==> config.mk <==
export PLATFORM = sky130hd
export DESIGN_NAME = pattern_op_issuer
export DESIGN_NICKNAME = d
export VERILOG_FILES = /design/src/rtl/pattern_pkg.sv /design/src/rtl/pattern_op_fifo.sv /design/src/rtl/pattern_op_issuer.sv
export SDC_FILE = /design/constraint.sdc
export NUM_CORES = 1
export LEC_CHECK = 0
export ABC_CLOCK_PERIOD_IN_PS = 2500
export CAP_MARGIN = 20
export CORE_ASPECT_RATIO = 1.1
export CORE_MARGIN = 4
export CORE_UTILIZATION = 40
export CTS_BUF_LIST = sky130_fd_sc_hd__clkbuf_8
export CTS_CLUSTER_DIAMETER = 100
export DETAILED_ROUTE_END_ITERATION = 10
export SETUP_SLACK_MARGIN = 0.2
export SLEW_MARGIN = 20
export SYNTH_ARGS = -nofsm -noshare
export SYNTH_HDL_FRONTEND = slang
export SYNTH_SLANG_ARGS = --single-unit
export TNS_END_PERCENT = 30
==> constraint.sdc <==
create_clock -name clk -period 2.5 [get_ports clk]
set_clock_uncertainty 0.2 [all_clocks]
set_input_delay 0.375 -clock clk [delete_from_list [all_inputs] [get_ports clk]]
set_output_delay 0.375 -clock clk [all_outputs]
set_load 0.01 [all_outputs]
==> src/rtl/pattern_pkg.sv <==
// ============================================================================
//  Module   : pattern_pkg
//  Purpose  : Shared op encodings, default width and issuer FSM states.
//  Revision : 1.0
// ============================================================================
`default_nettype none

package pattern_pkg;

   localparam int PATTERN_W = 4;

   localparam logic [1:0] OP_NOP = 2'b00;
   localparam logic [1:0] OP_AND = 2'b01;
   localparam logic [1:0] OP_OR  = 2'b10;
   localparam logic [1:0] OP_ILL = 2'b11;

   localparam logic [1:0] ST_IDLE  = 2'd0;
   localparam logic [1:0] ST_ISSUE = 2'd1;
   localparam logic [1:0] ST_RESP  = 2'd2;

endpackage

`default_nettype wire

==> src/rtl/pattern_op_fifo.sv <==
// ============================================================================
//  Module   : pattern_op_fifo
//  Purpose  : Circular show-ahead FIFO holding {op,A,B} request entries.
//  Revision : 1.0
// ============================================================================
`default_nettype none

module pattern_op_fifo #(
   parameter int WIDTH = 10,
   parameter int DEPTH = 4
) (
   input  logic             clk,
   input  logic             rstN,
   input  logic             push,
   input  logic [WIDTH-1:0] pushData,
   input  logic             pop,
   output logic [WIDTH-1:0] popData,
   output logic             empty,
   output logic             full
);

   localparam int AW = $clog2(DEPTH);
   localparam logic [AW:0] C_FULL_COUNT = (AW+1)'(DEPTH);

   logic [WIDTH-1:0] r_mem [DEPTH];
   logic [AW-1:0]    r_wrPtr;
   logic [AW-1:0]    r_rdPtr;
   logic [AW:0]      r_count;
   logic             w_doPush;
   logic             w_doPop;

   assign w_doPush = push && !full;
   assign w_doPop  = pop && !empty;
   assign empty    = (r_count == '0);
   assign full     = (r_count == C_FULL_COUNT);
   assign popData  = r_mem[r_rdPtr];

   // Pointers are exactly log2(DEPTH) wide, so they wrap on their own.
   always_ff @(posedge clk or negedge rstN) begin
      if (!rstN) begin
         r_wrPtr <= '0;
         r_rdPtr <= '0;
         r_count <= '0;
      end else begin
         if (w_doPush) r_wrPtr <= r_wrPtr + 1'b1;
         if (w_doPop)  r_rdPtr <= r_rdPtr + 1'b1;
         r_count <= r_count + (AW+1)'(w_doPush) - (AW+1)'(w_doPop);
      end
   end

   always_ff @(posedge clk) begin
      if (w_doPush) r_mem[r_wrPtr] <= pushData;
   end

endmodule

`default_nettype wire

==> src/rtl/pattern_op_issuer.sv <==
// ============================================================================
//  Module   : pattern_op_issuer
//  Purpose  : Buffers AND/OR requests, drives the pattern logic stage and
//             returns its result. Optional checker: PATTERN_OP_ISSUER_CHECK_EN.
//  Revision : 1.0
// ============================================================================
`default_nettype none

module pattern_op_issuer
   import pattern_pkg::*;
#(
   parameter int W     = PATTERN_W,
   parameter int DEPTH = 4
) (
   input  logic         clk,
   input  logic         rstN,
   input  logic         reqValid,
   output logic         reqReady,
   input  logic [1:0]   reqOp,
   input  logic [W-1:0] reqA,
   input  logic [W-1:0] reqB,
   output logic [W-1:0] aIn,
   output logic [W-1:0] bIn,
   output logic         doAnd,
   output logic         doOr,
   input  logic [W-1:0] resIn,
   input  logic         resIsAnd,
   output logic         rspValid,
   input  logic         rspReady,
   output logic [W-1:0] rspData,
   output logic         rspIsAnd,
   output logic         rspErr
`ifdef PATTERN_OP_ISSUER_CHECK_EN
   ,
   output logic         chkErr
`endif
);

   localparam int FW = 2 + 2*W;

   logic [1:0]    r_state;
   logic [1:0]    w_nextState;
   logic [1:0]    r_op;
   logic [FW-1:0] w_fifoData;
   logic          w_empty;
   logic          w_full;
   logic          w_push;
   logic          w_load;
   logic          w_capture;
   logic          w_rspDone;

   assign reqReady = rstN && !w_full;
   assign w_push   = reqValid && reqReady;

   pattern_op_fifo #(
      .WIDTH (FW),
      .DEPTH (DEPTH)
   ) u_fifo (
      .clk      (clk),
      .rstN     (rstN),
      .push     (w_push),
      .pushData ({reqOp, reqA, reqB}),
      .pop      (w_load),
      .popData  (w_fifoData),
      .empty    (w_empty),
      .full     (w_full)
   );

   always_ff @(posedge clk or negedge rstN) begin
      if (!rstN) r_state <= ST_IDLE;
      else       r_state <= w_nextState;
   end

   always_comb begin
      w_nextState = r_state;
      case (r_state)
         ST_IDLE:  if (!w_empty) w_nextState = ST_ISSUE;
         ST_ISSUE: w_nextState = ST_RESP;
         ST_RESP:  if (rspReady) w_nextState = w_empty ? ST_IDLE : ST_ISSUE;
         default:  w_nextState = ST_IDLE;
      endcase
   end

   // A completed response may immediately pop the next queued op.
   always_comb begin
      w_rspDone = (r_state == ST_RESP) && rspReady;
      w_capture = (r_state == ST_ISSUE);
      w_load    = !w_empty && ((r_state == ST_IDLE) || w_rspDone);
   end

   always_ff @(posedge clk or negedge rstN) begin
      if (!rstN) begin
         aIn      <= '0;
         bIn      <= '0;
         doAnd    <= 1'b0;
         doOr     <= 1'b0;
         r_op     <= OP_NOP;
         rspValid <= 1'b0;
         rspData  <= '0;
         rspIsAnd <= 1'b0;
         rspErr   <= 1'b0;
      end else begin
         if (w_load) begin
            r_op  <= w_fifoData[FW-1 -: 2];
            aIn   <= w_fifoData[2*W-1 -: W];
            bIn   <= w_fifoData[W-1:0];
            doAnd <= (w_fifoData[FW-1 -: 2] == OP_AND);
            doOr  <= (w_fifoData[FW-1 -: 2] == OP_OR);
         end else if (w_rspDone) begin
            doAnd <= 1'b0;
            doOr  <= 1'b0;
         end
         if (w_capture) begin
            rspData  <= (r_op == OP_ILL) ? '0 : resIn;
            rspIsAnd <= (r_op == OP_AND);
            rspErr   <= (r_op == OP_ILL);
            rspValid <= 1'b1;
         end else if (w_rspDone) begin
            rspValid <= 1'b0;
         end
      end
   end

`ifdef PATTERN_OP_ISSUER_CHECK_EN
   logic w_chkHit;

   always_comb begin
      w_chkHit = 1'b0;
      if ((r_op == OP_AND) || (r_op == OP_OR)) w_chkHit = (resIsAnd != (r_op == OP_AND));
      else if (r_op == OP_NOP)                 w_chkHit = (resIn != '0);
   end

   always_ff @(posedge clk or negedge rstN) begin
      if (!rstN)                      chkErr <= 1'b0;
      else if (w_capture && w_chkHit) chkErr <= 1'b1;
   end
`else
   logic w_unused;
   assign w_unused = resIsAnd;
`endif

endmodule

`default_nettype wire

==> run_results.csv <==
group,metric,value,unit
outcome,status,"finished clean",
floorplan,die_area,0.00815,sq mm
logic_synthesis,synth.yosys.seq_area_share,0.702,
critical_path,slowest_delay,0.45,ns
critical_path,timing.rr.start,"u_fifo.r_count[2]$_DFF_PN0_",
logic_synthesis,syn_avg_cell_area,18.3,sq um
critical_path,r2r_cells,9,
logic_synthesis,synthCells,148,
logic_synthesis,yosysWarnings,0,
grt,grt_util_met2,0.210,
drt,first_iter_violations,110,
sta,slew_headroom,0.628,
grt,grt_pass1_vias,1562,
floorplan,ioPinCount,37,
hold_path,hold_path.class,"primary input to flip-flop",
power_and_ir_drop,power,4.24,mW
sta,fmax,0.441,GHz
drt,drt-vias-per-instance,4.98,
critical_path,cp_max_fo,3,
floorplan,initial_utilization,0.411,
logic_synthesis,synth_area,0.00271,sq mm
layout,drive_gt1_frac,0.266,
logic_synthesis,yosysTopAreaCell,"edfxtp_1",
hold_path,holdCritStartpoint,"rspReady",
grt,use_met1,0.153,
clocking,clock-root-buffer,"clkbuf_8",
grt,grt_max_degree,29,
sta,fin_crit_sh,0.906,
placement,dp_hpwl,3110,um
logic_synthesis,synth_area_leaders,"edfxtp_1 44%, dfrtp_1 26%, mux4_2 6.7%",
layout,final_common_cell,"edfxtp_1",
run,drv_cap,0,
critical_path,crit_top_cell,"nor3_4",
power_and_ir_drop,sequentialPowerShare,0.416,
clocking,cts.clk_slew.worst_paths,0.07,ns
sta,final-hold-violation-count,0,
power_and_ir_drop,p_int,3.02,mW
drt,first_pass_iters,4,
critical_path,endpoint_kind,"flip-flop",
clocking,cts.sinks,68,
logic_synthesis,synth_seq_cells,68,
critical_path,cp_top_family,"adder cells",
drt,ant_nets,0,
sta,setup_viol,0,
clocking,tritoncts,"done",
grt,grtUsageTotal,0.129,
placement,place.gp.congestion,0.756,
power_and_ir_drop,ir_worst_vdd,512,uV
power_and_ir_drop,pwr-share-comb,0.334,
clocking,htree_levels,3,
sta,tns,0,ns
critical_path,cp_slowest_cell,"dfrtp_2",
critical_path,critPathRequiredTime,2.52,ns
drt,route.detailed.drc,0,
logic_synthesis,synth_top_area_share,0.443,
logic_synthesis,ys_types,29,
layout,diodes,0,
floorplan,row_count,31,
sta,min_period,2.27,ns
clocking,cts_buffer_depth,2,
layout,area_growth,28.4,%
critical_path,r2r-end,"u_fifo.r_count[2]$_DFF_PN0_",
critical_path,path_cells,"nor3_4, nor3_4, ha_1, inv_1, ha_2, inv_2, fa_2, xnor2_2, xnor2_1",
critical_path,crit_buf_inv,2,
power_and_ir_drop,power-per-cell-area,1220,mW/mm^2
floorplan,die_x,86.5,um
sta,fin_ws,0.234,ns
clocking,hold_buffers,0,
drt,num_vias,1438,
critical_path,critical_path_class,"flip-flop to flip-flop",
placement,portBuffers,35,
floorplan,core-area,0.00659,sq mm
logic_synthesis,synthesis.nets,174,
grt,overflow,0,
power_and_ir_drop,total_leakage_power,1.35,nW
hold_path,holdPathStages,3,
sta,rsz0062_at_grt,"true",
power_and_ir_drop,p_sw_frac,0.288,
floorplan,die-height,94.3,um
drt,drt-wirelength-per-cell,16.1,um
drt,wirelength,4660,um
critical_path,r2r_slack,0.23,ns
power_and_ir_drop,switchingPower,1.22,mW
critical_path,arrival,2.28,ns
placement,pre_cts_ws,-0.160,ns
critical_path,start_kind,"flip-flop",
grt,grt_pass1_wl,7650,um
clocking,cts-buffers-inserted,9,
clocking,clock_latency,0.33,ns
sta,slew_viol_final,0,
sta,worstMarginPinSlew,0.557,ns
layout,nets,228,
grt,antenna_found_initial,0,
grt,use_met3,0.0368,
power_and_ir_drop,pwr-share-clk,0.250,
grt,top_usage_layer,"met2",
hold_path,holdPathEnd,"r_state[1]$_DFFE_PN0P_",
layout,final_cell_mix,"40 x edfxtp_1, 34 x clkdlybuf4s50_1, 26 x dfrtp_1",
==> power groups by stage <==
stage	Clock, mW	Combinational [mW]	Sequential, mW
final	1.06	1.42	1.76
after global routing	1.14	1.56	1.81
after CTS	1.09	1.42	1.77
after detailed placement	0	1.39	1.78
after global placement	0	1.34	1.76
after floorplan	0	0.893	1.75
==> sequential cells by signal (all words and copies together) (netlist names) <==
signal / flops
u_fifo.r_count: 3
doAnd: 1
rspErr: 1
rspValid: 1
aIn: 4
doOr: 1
u_fifo.r_rdPtr: 2
rspIsAnd: 1
bIn: 4
u_fifo.r_mem: 40
u_fifo.r_wrPtr: 2
r_state: 2
r_op: 2
rspData: 4
==> what timing repair did <==
item / in CTS / in global routing
pin swaps: 1 / 6
buffers inserted: 1 / 1
resized for setup: 2 / 4
setup endpoints to repair: 1 / 1
==> synthesized netlist by cell type (all sizes together) <==
master / count
xnor2: 3
mux4: 10
mux2i: 2
nand2: 5
nor2: 1
a22o: 4
a21oi: 2
inv: 8
xor2: 2
o311a: 1
and2: 4
nor4b: 1
dfrtp: 28
clkbuf: 1
nand2b: 5
o31a: 1
and2b: 1
buf: 3
edfxtp: 40
ha: 6
fa: 1
o21ai: 4
nor3: 3
mux2: 11
nand3b: 1
==> stage by stage <==
step / instances / area [sq um] / utilization / hold WS [ns]
6_report: 289 / 3480 / 0.527 / 0.175
5_1_grt: 289 / 3480 / 0.527 / 0.178
4_1_cts: 288 / 3460 / 0.525 / 0.294
3_5_place_dp: 271 / 3210 / 0.486 / 0.277
3_3_place_gp: 271 / 3210 / 0.486 / 0.267
2_1_floorplan: 148 / 2710 / - / -0.121
==> cell type report <==
cell class                      count  area (sq um)
Fill cell                         557          3120
Sequential cell                    68          1900
Multi-Input combinational cell     68           758
Timing Repair Buffer               47           443
Clock buffer                        9           124
Clock inverter                      7           115
Tap cell                           82           103
Inverter                            8          30.0
==> per-layer routing <==
layer	wire, um	up-vias
met3	242	8
met2	2360	36
met4	86	0
li1	-	661
met1	1970	733
met5	0	-
==> how the worst max path moves through the flow <==
stage / from / end / cells past startpoint
after floorplan: r_state[1]$_DFFE_PN0P_ / u_fifo.r_count[2]$_DFF_PN0_ / 10
after global placement: rspReady / u_fifo.r_count[2]$_DFF_PN0_ / 10
after detailed placement: rspReady / u_fifo.r_count[2]$_DFF_PN0_ / 10
after CTS: u_fifo.r_count[1]$_DFF_PN0_ / u_fifo.r_count[2]$_DFF_PN0_ / 9
after global routing: u_fifo.r_count[2]$_DFF_PN0_ / u_fifo.r_count[2]$_DFF_PN0_ / 9
final: u_fifo.r_count[2]$_DFF_PN0_ / u_fifo.r_count[2]$_DFF_PN0_ / 9
==> logic make-up after synthesis <==
kind of cell / Yosys count / synth area share
and+or+nand+nor: 21 / 0.0527
muxes: 23 / 0.140
xor gates and xnor gates: 5 / 0.0162
DFF: 68 / 0.702
AOI/OAI and AO/OA: 12 / 0.0309
buffers and inverters: 12 / 0.0226
adders and majority gates: 7 / 0.0351
==> tightest hold or removal path, delay by kind of cell <==
| family | cells | cell delay [ns] |
|---|---|---|
| compound gates | 1 | 0.07 |
| buf+inv | 2 | 0.21 |
Note: power is estimated with default switching activity, not from simulation.
